File: src/rtl/gpio_fab_reset_tick.sv
// Fabric reset sequencer: synchronizes init/request inputs, waits for a stable
// window before releasing FAB_RESET_N, and emits a periodic TICK while running.
module gpio_fab_reset_tick #(
    parameter int STABLE_CYCLES = 1024,
    parameter int TICK_DIV      = 50000
) (
    input  logic       CLK_BASE,
    input  logic       POWER_ON_RESET_N,
    input  logic       INIT_DONE,
    input  logic       FAB_RESET_REQ_N,
    output logic       FAB_RESET_N,
    output logic       READY,
    output logic       TICK,
    output logic [1:0] STATE
);
    localparam int STABLE_W = $clog2(STABLE_CYCLES);
    localparam int TICK_W   = $clog2(TICK_DIV);
    localparam logic [STABLE_W-1:0] STABLE_LAST = STABLE_W'(STABLE_CYCLES - 1);
    localparam logic [TICK_W-1:0]   TICK_LAST   = TICK_W'(TICK_DIV - 1);

    typedef enum logic [1:0] {
        RESET     = 2'd0,
        WAIT_INIT = 2'd1,
        STABLE    = 2'd2,
        RUN       = 2'd3
    } state_t;

    state_t              state;
    state_t              state_next;
    logic [STABLE_W-1:0] stable_cnt;
    logic [STABLE_W-1:0] stable_next;
    logic [TICK_W-1:0]   tick_cnt;
    logic                init_meta;
    logic                init_s;
    logic                req_meta;
    logic                req_s;
    logic                inputs_ok;

    // Two-flop synchronizers keep metastability on the raw inputs away from the FSM.
    always_ff @(posedge CLK_BASE or negedge POWER_ON_RESET_N) begin
        if (!POWER_ON_RESET_N) begin
            init_meta <= 1'b0;
            init_s    <= 1'b0;
            req_meta  <= 1'b0;
            req_s     <= 1'b0;
        end else begin
            init_meta <= INIT_DONE;
            init_s    <= init_meta;
            req_meta  <= FAB_RESET_REQ_N;
            req_s     <= req_meta;
        end
    end

    assign inputs_ok = init_s & req_s;

    always_comb begin
        state_next  = state;
        stable_next = stable_cnt;
        case (state)
            RESET: begin
                state_next  = WAIT_INIT;
                stable_next = '0;
            end
            WAIT_INIT: begin
                stable_next = '0;
                if (inputs_ok) begin
                    state_next = STABLE;
                end
            end
            STABLE: begin
                // A dropped input wins even on the terminal-count cycle.
                if (!inputs_ok) begin
                    state_next  = WAIT_INIT;
                    stable_next = '0;
                end else if (stable_cnt == STABLE_LAST) begin
                    state_next  = RUN;
                    stable_next = '0;
                end else begin
                    stable_next = stable_cnt + 1'b1;
                end
            end
            RUN: begin
                stable_next = '0;
                if (!inputs_ok) begin
                    state_next = WAIT_INIT;
                end
            end
            default: begin
                state_next  = RESET;
                stable_next = '0;
            end
        endcase
    end

    always_ff @(posedge CLK_BASE or negedge POWER_ON_RESET_N) begin
        if (!POWER_ON_RESET_N) begin
            state      <= RESET;
            stable_cnt <= '0;
        end else begin
            state      <= state_next;
            stable_cnt <= stable_next;
        end
    end

    // Outputs follow next-state so they move on the same edge as RUN entry/exit.
    always_ff @(posedge CLK_BASE or negedge POWER_ON_RESET_N) begin
        if (!POWER_ON_RESET_N) begin
            FAB_RESET_N <= 1'b0;
            READY       <= 1'b0;
            TICK        <= 1'b0;
            tick_cnt    <= '0;
        end else begin
            FAB_RESET_N <= (state_next == RUN);
            READY       <= (state_next == RUN);
            if (state == RUN && state_next == RUN) begin
                if (tick_cnt == TICK_LAST) begin
                    tick_cnt <= '0;
                    TICK     <= 1'b1;
                end else begin
                    tick_cnt <= tick_cnt + 1'b1;
                    TICK     <= 1'b0;
                end
            end else begin
                tick_cnt <= '0;
                TICK     <= 1'b0;
            end
        end
    end

    assign STATE = state;

endmodule
File: config.mk
export PLATFORM = sky130hd
export DESIGN_NAME = gpio_fab_reset_tick
export DESIGN_NICKNAME = d
export VERILOG_FILES = /design/src/rtl/gpio_fab_reset_tick.sv
export SDC_FILE = /design/constraint.sdc
export NUM_CORES = 1
export LEC_CHECK = 0
export CAP_MARGIN = 20
export CORE_MARGIN = 8
export CORE_UTILIZATION = 55
export DETAILED_ROUTE_END_ITERATION = 16
export GPL_TIMING_DRIVEN = 0
export PLACE_DENSITY = 0.82
export SLEW_MARGIN = 20
export SYNTH_ARGS = -nofsm -noshare
export SYNTH_HDL_FRONTEND = slang
export SYNTH_SLANG_ARGS = --single-unit
File: constraint.sdc
create_clock -name CLK_BASE -period 4.2 [get_ports CLK_BASE]
set_input_delay 0.63 -clock CLK_BASE [delete_from_list [all_inputs] [get_ports CLK_BASE]]
set_output_delay 0.63 -clock CLK_BASE [all_outputs]
set_load 0.01 [all_outputs]
==> reports/qor.csv, run 1 <==
stage,metric,value,unit
clock_network,clock_path_buffers,2,
critical_path,path_buf_inv,1,
global_route,overflow,0,
synthesis,avgSynthCellArea,11.1,µm²
worst_hold_path,min_path_type,input port to asynchronous set/reset pin,
routing,drt_first_iter_violations,30,
critical_path,critPathCaptureType,primary output,
sta,hold_viol_final,0,
routing,wl_per_cell,14.5,µm
synthesis,synth_top_area_cell,dfrtp_1,
synthesis,seq_area_frac_synth,0.541,
clock_network,cts_sinks,34,
routing,viasPerCell,5.59,
layout,final_nets,162,
layout,drive_above_1_share,0.159,
layout,antenna_cells,0,
power_and_ir_drop,leakagePower,0.000701,µW
critical_path,required,3.57,ns
synthesis,synth.most_common_cell,dfrtp_1,
power_and_ir_drop,combPwrFrac,0.032,
sta,setup_viol,0,
synthesis,synth_cell_type_count,31,
sta,timing.hold.ws,0.343,ns
clock_network,post-cts-setup-buffers,0,
routing,drt-total-wl,2720,µm
power_and_ir_drop,peakVddDrop,301,µV
routing,ant_nets,0,
layout,multiInputGateArea,682,µm²
global_route,grt_pass1_wl,4710,µm
synthesis,synth_area_leaders,"dfrtp_1, xnor2_1, nor2_1, xor2_1, nor4_2",
floorplan,pin_count,9,
synthesis,synth_flop_cell,dfrtp_1,
place,post-place-ws,2.59,ns
synthesis,synth-seq-cells,34,
power_and_ir_drop,sw_frac_of_total,0.224,
clock_network,path_clk_slew,0.10,ns
clock_network,insertion_delay,0.34,ns
sta,grt_setup_unrepaired,no,
synthesis,yosys.area.top_type_share,0.541,
run_status,status,finished clean,
sta,finalMaxSlewViolations,0,
clock_network,cts_resized,0,
critical_path,critPathLaunchType,register,
floorplan,die_area,0.00482,mm²
sta,post-route-period-util,0.468,
sta,fin_ws,2.23,ns
power_and_ir_drop,clockPowerShare,0.349,
critical_path,path_cells,clkdlybuf4s50_1,
place,io_buffers,8,
floorplan,initial_utilization,0.575,
clock_network,cts_inserted_buffers,5,
synthesis,synth_fp_nets,147,
critical_path,critPathKind,register to primary output,
synthesis,async_reset_ff_frac,1.00,
place,gp_congestion,0.783,
critical_path,cp.arrival,1.34,ns
global_route,grt_pass1_vias,1058,
flow_run,cap_violations,0,
synthesis,syn_area,0.00157,mm²
clock_network,root_buffer,clkbuf_4,
floorplan,die_w,69.5,µm
critical_path,crit_slowest_cell,clkdlybuf4s50_1,
floorplan,core,0.00273,mm²
power_and_ir_drop,switchingPower,121,µW
layout,register_area,851,µm²
place,dpl.hpwl,1940,µm
synthesis,synth_enable_flop_cells,0,
floorplan,rows,19,
power_and_ir_drop,internal-power,419,µW
synthesis,netlist_top_cells_count,"dfrtp_1, nor2_1, xnor2_1, nand3_1, xor2_1",
routing,via_count,1050,
global_route,grt_usage,0.120,
power_and_ir_drop,power.density,309,mW/mm²
synthesis,syn-instance-count,141,
sta,timing.fmax,508,MHz
layout,area_growth,11.1,%
critical_path,max_stage_delay,0.57,ns
sta,fin_setup_tns,0,ns
synthesis,synth.yosys.warnings,0,
critical_path,path_max_fanout,6,
sta,clock_skew,0.0116,ns
global_route,grt_max_degree,35,
global_route,antenna_found_initial,0,
sta,min_period,1.97,ns
clock_network,htree_levels,2,
clock_network,ctsHoldBuffers,0,
layout,n_fill_cell,217,
sta,worst_pin_slew,0.754,ns
routing,drt_pass1_iterations,5,
floorplan,dieHeight,69.5,µm
clock_network,cts_tree,built,
sta,relSlewSlack,0.498,
routing,drc,0,
power_and_ir_drop,power.share.sequential,0.619,
critical_path,critPathTopFamily,buffers and inverters,
layout by cell type (no fill, tap or decap), drive strengths merged, types with 2 or more instances in the layout:
cell type / n
and3: 3
ha: 2
nand3: 11
dfrtp: 34
buf: 4
nor4: 4
clkbuf: 7
nand2: 6
xor2: 7
nor3: 4
inv: 5
xnor2: 14
nand4: 5
clkdlybuf4s50: 7
nor2: 30
flip-flops by register name, indices dropped and copies added (netlist names):
signal / flops
TICK: 1
init_s: 1
req_meta: 1
req_s: 1
init_meta: 1
tick_cnt: 16
stable_cnt: 10
READY: 1
STATE: 2
path summary, 6_finish.rpt:
| check | cells after the start | start | end | slack, ns |
|---|---|---|---|---|
| setup / recovery | 1 | STATE[0] | STATE[0] | 2.23 |
| hold / removal | 1 | POWER_ON_RESET_N | stable_cnt[9] | 0.34 |
| setup reg to reg | 6 | tick_cnt[0] | tick_cnt[7] | 2.56 |
| hold reg to reg | 0 | req_meta | req_s | 0.35 |
| max in group asynchronous | 1 | POWER_ON_RESET_N | init_s | 3.37 |
| min in group CLK_BASE | 0 | req_meta | req_s | 0.35 |
final cells by class:
cell class,instances,area share
plain buffers,3,0.0115
flip-flops and latches,34,0.487
multi-input cells,99,0.391
clock inverters,1,0.00287
clock buffers,7,0.0315
repair buffers,8,0.0430
inverters,5,0.0108
well taps,31,0.0222
stage by stage:
step / total power, µW / std cells / instance area [µm²] / util
after global routing: 563 / 188 / 1750 / 0.638
final: 540 / 188 / 1750 / 0.638
after CTS: 546 / 188 / 1750 / 0.638
after floorplan: 345 / 141 / 1570 / -
after global placement: 358 / 180 / 1690 / 0.618
after detailed placement: 358 / 180 / 1690 / 0.616
metal layers:
| layer | track usage | vias up | part of all wire |
|---|---|---|---|
| li1 | - | 509 | - |
| met1 | 0.133 | 508 | 0.44 |
| met2 | 0.191 | 23 | 0.49 |
| met3 | 0.0372 | 10 | 0.039 |
| met4 | 0.0820 | 0 | 0.034 |
| met5 | 0 | - | 0 |
power groups by stage:
stage | registers, µW | logic, µW | clock network, µW
global placement | 340 | 17.8 | 0
CTS | 334 | 18.0 | 194
detailed placement | 341 | 17.9 | 0
global route | 334 | 19.7 | 209
finish | 334 | 17.5 | 188
floorplan | 341 | 4.33 | 0
kinds of logic after synthesis:
kind of cell    synth area share
buf+inv                   0.0247
flops                      0.541
fa+ha+maj                 0.0159
simple gates               0.279
xor+xnor                   0.117
compound gates            0.0215
No activity file was read; power rests on OpenSTA's default activity.
==> run 2: changes to the inputs <==
clock period = 1.9 ns   (was 4.2 ns; I/O delays follow)
==> results of run 2 <==
The final DEF is identical to that of run 1. Status: finished, violations left: negative hold slack.
Among the figures that moved: setup slack after placement 2.59 ns -> 0.290 ns; setup slack after layout 2.23 ns -> 0.258 ns; hold slack 0.343 ns -> -0.00245 ns; number of hold violations in the final report 0 -> 4; start point of the critical path STATE[0] -> tick_cnt[0]; end point of the critical path STATE[0] -> tick_cnt[7]; register-to-register setup slack 2.56 ns -> 0.26 ns; total power 540 µW -> 1190 µW; worst IR drop on VDD 301 µV -> 665 µV
